**config.mk**
```make
export PLATFORM = sky130hd
export DESIGN_NAME = vlog_tf_accum
export DESIGN_NICKNAME = d
export VERILOG_FILES = /design/src/rtl/vlog_tf_accum.sv
export SDC_FILE = /design/constraint.sdc
export NUM_CORES = 1
export LEC_CHECK = 0
export CAP_MARGIN = 5
export CORE_UTILIZATION = 56
export DETAILED_ROUTE_END_ITERATION = 16
export PLACE_DENSITY = 0.8
export RECOVER_POWER = 100
export SKIP_CTS_REPAIR_TIMING = 1
export SLEW_MARGIN = 20
export SYNTH_ARGS = -nofsm -noshare
export SYNTH_HDL_FRONTEND = slang
export SYNTH_SLANG_ARGS = --single-unit
```
**constraint.sdc**
```tcl
create_clock -name clk -period 3.5 [get_ports clk]
set_input_delay 0.7 -clock clk [delete_from_list [all_inputs] [get_ports clk]]
set_output_delay 0.7 -clock clk [all_outputs]
set_load 0.05 [all_outputs]
```
**src/rtl/vlog_tf_accum.sv**
```systemverilog
// ----------------------------------------------------------------------------
// vlog_tf_accum
//
// Multi-channel arithmetic accumulator. Each accepted command updates one
// per-channel accumulator. READ pushes {channel, value, ovf} into a small
// output FIFO that has valid/ready flow control, then clears the accumulator.
//
// Optional feature (macro VLOG_TF_ACCUM_SATURATE_EN):
//   defined   - ADD/DOUBLE saturate at 2^WIDTH-1 and set a sticky per-channel
//               ovf flag. READ reports and clears it, LOAD clears it.
//   undefined - wrapping arithmetic, no ovf storage, out_ovf tied 0.
//
// Parameters:
//   WIDTH      data/accumulator width (>=2)
//   CHANNELS   number of accumulators (>=1, power of two)
//   FIFO_DEPTH output FIFO entries (>=1)
//
// Ports:
//   clk, reset          rising-edge clock, async active-high reset
//   in_valid/in_ready   command handshake (in_ready = FIFO not full)
//   in_op               00=ADD 01=DOUBLE 10=LOAD 11=READ
//   in_chan, in_x, in_y target channel and operands (in_y used by ADD only)
//   out_valid/out_ready result handshake (FIFO head)
//   out_chan, out_data  channel and value of the head result
//   out_ovf             overflow flag of the head result
// ----------------------------------------------------------------------------
module vlog_tf_accum #(
  parameter int WIDTH      = 8,
  parameter int CHANNELS   = 4,
  parameter int FIFO_DEPTH = 2
) (
  input  logic                                              clk,
  input  logic                                              reset,
  input  logic                                              in_valid,
  output logic                                              in_ready,
  input  logic [1:0]                                        in_op,
  input  logic [$clog2(CHANNELS > 1 ? CHANNELS : 2)-1:0]    in_chan,
  input  logic [WIDTH-1:0]                                  in_x,
  input  logic [WIDTH-1:0]                                  in_y,
  output logic                                              out_valid,
  input  logic                                              out_ready,
  output logic [$clog2(CHANNELS > 1 ? CHANNELS : 2)-1:0]    out_chan,
  output logic [WIDTH-1:0]                                  out_data,
  output logic                                              out_ovf
);

  localparam int CW   = $clog2(CHANNELS > 1 ? CHANNELS : 2);
  localparam int PW   = $clog2(FIFO_DEPTH > 1 ? FIFO_DEPTH : 2);
  localparam int CNTW = $clog2(FIFO_DEPTH + 1);

  typedef enum logic [1:0] {
    OP_ADD    = 2'b00,
    OP_DOUBLE = 2'b01,
    OP_LOAD   = 2'b10,
    OP_READ   = 2'b11
  } op_e;

  // --------------------------------------------------------------------------
  // Arithmetic helpers. Both return {ovf, value}; the ovf bit is always 0 in
  // the wrapping build.
  // --------------------------------------------------------------------------
`ifdef VLOG_TF_ACCUM_SATURATE_EN
  function automatic logic [WIDTH:0] sum_fn(input logic [WIDTH-1:0] a,
                                            input logic [WIDTH-1:0] b);
    logic [WIDTH:0] t;
    t = {1'b0, a} + {1'b0, b};
    return t[WIDTH] ? {1'b1, {WIDTH{1'b1}}} : t;
  endfunction

  function automatic logic [WIDTH:0] double_fn(input logic [WIDTH-1:0] a);
    return a[WIDTH-1] ? {1'b1, {WIDTH{1'b1}}} : {1'b0, a[WIDTH-2:0], 1'b0};
  endfunction
`else
  function automatic logic [WIDTH:0] sum_fn(input logic [WIDTH-1:0] a,
                                            input logic [WIDTH-1:0] b);
    logic [WIDTH-1:0] t;
    t = a + b;
    return {1'b0, t};
  endfunction

  function automatic logic [WIDTH:0] double_fn(input logic [WIDTH-1:0] a);
    return {1'b0, a[WIDTH-2:0], 1'b0};
  endfunction
`endif

  // READ returns the pre-clear value and ovf, and yields the cleared value.
  task automatic read_entry(input  logic [WIDTH-1:0] acc_val,
                            input  logic             ovf_val,
                            output logic [WIDTH-1:0] data,
                            output logic             ovf,
                            output logic [WIDTH-1:0] acc_clr);
    data    = acc_val;
    ovf     = ovf_val;
    acc_clr = '0;
  endtask

  function automatic logic [PW-1:0] ptr_inc(input logic [PW-1:0] p);
    return (p == PW'(FIFO_DEPTH - 1)) ? '0 : p + 1'b1;
  endfunction

  // --------------------------------------------------------------------------
  // State
  // --------------------------------------------------------------------------
  logic [WIDTH-1:0] acc_q      [CHANNELS];
  logic [WIDTH-1:0] fifo_data  [FIFO_DEPTH];
  logic [CW-1:0]    fifo_chan  [FIFO_DEPTH];
  logic [PW-1:0]    wr_ptr, rd_ptr;
  logic [CNTW-1:0]  count;

  logic             accept, push, pop;
  logic [WIDTH-1:0] acc_cur, acc_nxt, push_data;
  logic             ovf_cur, ovf_nxt, push_ovf;
  logic [WIDTH:0]   r_inner, r_outer;

  assign in_ready  = (count != CNTW'(FIFO_DEPTH));
  assign out_valid = (count != '0);
  assign accept    = in_valid && in_ready;
  assign push      = accept && (op_e'(in_op) == OP_READ);
  assign pop       = out_valid && out_ready;

  assign acc_cur   = acc_q[in_chan];
  assign out_data  = fifo_data[rd_ptr];
  assign out_chan  = fifo_chan[rd_ptr];

  // --------------------------------------------------------------------------
  // Next value of the addressed accumulator
  // --------------------------------------------------------------------------
  // NOTE: every signal driven here gets a default first so that no path
  // leaves it unassigned and a latch is never inferred.
  always_comb begin
    acc_nxt   = acc_cur;
    ovf_nxt   = ovf_cur;
    push_data = acc_cur;
    push_ovf  = 1'b0;
    r_inner   = '0;
    r_outer   = '0;
    unique case (op_e'(in_op))
      OP_ADD: begin
        r_inner = sum_fn(in_x, in_y);
        r_outer = sum_fn(acc_cur, r_inner[WIDTH-1:0]);
        acc_nxt = r_outer[WIDTH-1:0];
        ovf_nxt = ovf_cur | r_inner[WIDTH] | r_outer[WIDTH];
      end
      OP_DOUBLE: begin
        r_inner = double_fn(in_x);
        r_outer = sum_fn(acc_cur, r_inner[WIDTH-1:0]);
        acc_nxt = r_outer[WIDTH-1:0];
        ovf_nxt = ovf_cur | r_inner[WIDTH] | r_outer[WIDTH];
      end
      OP_LOAD: begin
        acc_nxt = in_x;
        ovf_nxt = 1'b0;
      end
      OP_READ: begin
        read_entry(acc_cur, ovf_cur, push_data, push_ovf, acc_nxt);
        ovf_nxt = 1'b0;
      end
      default: ;
    endcase
  end

  // --------------------------------------------------------------------------
  // Accumulators and FIFO
  // --------------------------------------------------------------------------
  // NOTE: sequential state uses non-blocking assignments only, so every
  // register samples pre-edge values regardless of statement order.
  // NOTE: the FIFO storage is reset too: the outputs read the head entry
  // directly and must not show X after reset, and the array is tiny.
  always_ff @(posedge clk or posedge reset) begin
    if (reset) begin
      for (int c = 0; c < CHANNELS; c++) acc_q[c] <= '0;
      for (int i = 0; i < FIFO_DEPTH; i++) begin
        fifo_data[i] <= '0;
        fifo_chan[i] <= '0;
      end
      wr_ptr <= '0;
      rd_ptr <= '0;
      count  <= '0;
    end else begin
      if (accept) acc_q[in_chan] <= acc_nxt;
      if (push) begin
        fifo_data[wr_ptr] <= push_data;
        fifo_chan[wr_ptr] <= in_chan;
        wr_ptr            <= ptr_inc(wr_ptr);
      end
      if (pop) rd_ptr <= ptr_inc(rd_ptr);
      // Simultaneous push and pop leaves count unchanged.
      unique case ({push, pop})
        2'b10:   count <= count + 1'b1;
        2'b01:   count <= count - 1'b1;
        default: ;
      endcase
    end
  end

`ifdef VLOG_TF_ACCUM_SATURATE_EN
  // Sticky per-channel overflow flags and the ovf column of the FIFO.
  logic ovf_q     [CHANNELS];
  logic fifo_ovf  [FIFO_DEPTH];

  assign ovf_cur = ovf_q[in_chan];
  assign out_ovf = fifo_ovf[rd_ptr];

  always_ff @(posedge clk or posedge reset) begin
    if (reset) begin
      for (int c = 0; c < CHANNELS; c++) ovf_q[c] <= 1'b0;
      for (int i = 0; i < FIFO_DEPTH; i++) fifo_ovf[i] <= 1'b0;
    end else begin
      if (accept) ovf_q[in_chan] <= ovf_nxt;
      if (push)   fifo_ovf[wr_ptr] <= push_ovf;
    end
  end
`else
  logic unused_ovf;

  assign ovf_cur    = 1'b0;
  assign out_ovf    = 1'b0;
  assign unused_ovf = &{1'b0, ovf_nxt, push_ovf, 1'b0};
`endif

endmodule

```
==> flow_summary.yaml <==
pwr:
  swShare_pct: 40.9
  p_leak_nw: 1.86
  power_frac_clock_pct: 9.7
  vdd_drop_max_v: 0.000501
  sequentialPowerShare_pct: 29.9
  combPwrFrac_pct: 60.3
  fin_total_pwr_mw: 3.80
  powerDensity_nw_per_um2: 932
  p_sw_mw: 1.55
  intPower_mw: 2.25
sta:
  slew_headroom_pct: 35.0
  rsz0062_at_grt: "true"
  hold_slack_ps: 486
  setup_ws_ps: 81.3
  layout_min_cycle_time_ps: 3420
  tightest_slew_ps: 974
  post-route-period-util_pct: 97.7
  finalHoldViolations: 0
  setup_viol: 0
  fmax_mhz: 293
  fin_setup_tns_ps: 0
  finClkSkew_ps: 7.97
  maxSlewViolCount: 0
cells_and_area:
  num-nets-final: 397
  drive_above_1_share_pct: 30.7
  n_antenna_cell: 0
  syn_to_final_growth_pct: 25.8
setup_path:
  endpoint_kind: "flip-flop"
  arrival_ps: 3620
  path_max_fanout: 6
  crit_type: "primary input to flip-flop"
  cp-start-kind: "primary input"
  required_ps: 3710
die:
  fp-row-count: 27
  initial_core_util_pct: 58.5
  fp.dieH_um: 78.1
  fp.dieArea_um2: 6100
  io_pins: 37
  coreArea_um2: 5540
  die_w_um: 78.1
synthesis:
  synth_top_area_share_pct: 43.2
  synth_edf_count: 0
  ys_async_sr_fraction_pct: 100
  syn_nets: 327
  syn_area_per_cell_um2: 11.5
  synth_xor_area_share_pct: 4.82
  yosys-top-cells-count: "dfrtp_1, mux2_2, nand2_1, o21ai_0, a21oi_1"
  synth_compound_area_share_pct: 11.1
  synth.area.mux_share_pct: 19.4
  synthDistinctLibCells: 44
  synth_top_flop_cell: "dfrtp_1"
  yosysMostFrequentCell: "dfrtp_1"
  synth_fa_ha_area_share_pct: 10.6
  yosysWarnings: 0
  synth_top_area_cell: "dfrtp_1"
  synthCells: 281
  synth_area_leaders: "dfrtp_1, mux2_2, fa_1, ha_1, o21ai_0"
  syn-cell-area_um2: 3240
  synth-seq-cells: 56
  synth_top_family_by_area: "multiplexers"
  yosysSeqAreaShare_pct: 43.2
  synthSimpleGateAreaFrac_pct: 7.68
cts:
  htree_levels: 2
  clockBufferDepth: 2
  root_buffer: "clkbuf_8"
  cts_tree: "done"
  clk_pin_slew_ps: 100
  numClockSinks: 56
  cts_buffers: 5
  clk_latency_ps: 320
global_route:
  overflow: 0
  grt_pass1_vias: 2372
  grt_pass1_wl_um: 11400
  grt_max_degree: 31
  grtUsageTotal_pct: 24.4
  antenna_found_initial: 0
route:
  wire_per_inst_um: 16.4
  viasPerCell: 5.64
  ant_nets: 0
  num_vias: 2391
  drtIter0Drc: 123
  first_pass_iters: 4
  wl_um: 6970
  drcViolationCount: 0
run:
  maxCapViolations: 0
place:
  place.detailed.hpwl_um: 5420
  place_ws_ps: -645
  routabilityCongestion: 0.891
  portBuffers: 35
hold_path:
  holdCritPathClass: "flip-flop to flip-flop"
run_status:
  status: "finished clean"
-- area by class of cell --
type,count,area [um^2]
clock buffer,7,86.3
clock inverter,1,7.51
fill,384,1460
inverter,10,37.5
multi-input combinational,202,1800
sequential,56,1400
tap,72,90.1
timing repair buffer,76,659
-- stage by stage --
| stage | util (%) | instances | cell area, um^2 |
|---|---|---|---|
| after detailed placement | 70.7 | 411 | 3920 |
| after floorplan | - | 281 | 3290 |
| after global placement | 70.7 | 411 | 3920 |
| after CTS | 72.4 | 419 | 4010 |
| final | 73.6 | 424 | 4080 |
| after global routing | 73.6 | 424 | 4080 |
-- worst max-delay path, stage by stage --
cell and delay [ps]:
buf_6 70, buf_6 110, buf_4 110, mux4_2 530, fa_1 470, ha_1 310, a21o_1 180, a311o_1 360
a21oi_2 150, xor2_1 200, o311ai_2 130, mux2_4 310
-- state kept, by name, indices dropped and copies added (netlist names) --
name       flops
fifo_data     16
rd_ptr         1
acc_q         32
count          2
fifo_chan      4
wr_ptr         1
-- worst paths after layout --
kind	cells past startpoint	slack (ps)	startpoint	endpoint
worst max-delay path	12	80	in_chan[0]	acc_q[14]
worst min-delay path	2	490	acc_q[0]	acc_q[0]
worst max register to register	11	310	acc_q[1]	acc_q[15]
worst min register to register	2	490	acc_q[0]	acc_q[0]
max in group asynchronous	3	1190	reset	fifo_data[9]
min in group asynchronous	2	1030	reset	acc_q[5]
-- power by group through the flow --
stage / combinational (mW) / clock [mW] / sequential [mW]
CTS: 2.23 / 0.373 / 1.14
detailed placement: 2.21 / 0 / 1.15
finish: 2.29 / 0.370 / 1.14
floorplan: 1.57 / 0 / 1.07
global route: 2.49 / 0.394 / 1.18
global placement: 2.14 / 0 / 1.13
-- routing by layer --
metal | track usage [%] | up-vias | part of all wire [%]
li1 | - | 1140 | -
met1 | 33.2 | 1184 | 45
met2 | 40.5 | 54 | 50
met3 | 3.26 | 13 | 3.5
met4 | 7.96 | 0 | 1.8
met5 | 0 | - | 0
-- cells in the final DEF (no fill, tap or decap), types with 3 or more instances in the layout --
master | synthesis | layout
dlygate4sd3_1 | 0 | 3
mux4_2 | 5 | 7
dfrtp_1 | 56 | 56
clkdlybuf4s50_1 | 0 | 30
a21oi_1 | 16 | 15
o21ai_2 | 0 | 3
o21ai_0 | 24 | 20
mux2_4 | 0 | 4
fa_1 | 9 | 7
clkbuf_8 | 0 | 6
nand2_1 | 24 | 24
a21o_1 | 4 | 4
xnor2_1 | 11 | 11
inv_1 | 10 | 9
xor2_1 | 5 | 5
ha_1 | 13 | 11
nor2_1 | 15 | 16
buf_4 | 1 | 38
mux2_2 | 34 | 32
a211oi_1 | 3 | 3
-- logic make-up after synthesis --
kind of cell             count (synthesis)
flip-flops                              56
multiplexers                            47
other                                    1
AND/OR/NAND/NOR                         56
AO/OA/AOI/OAI                           59
XOR/XNOR                                17
adder cells (fa/ha/maj)                 22
buffers and inverters                   23
Note: power is estimated with default switching activity, not from simulation.
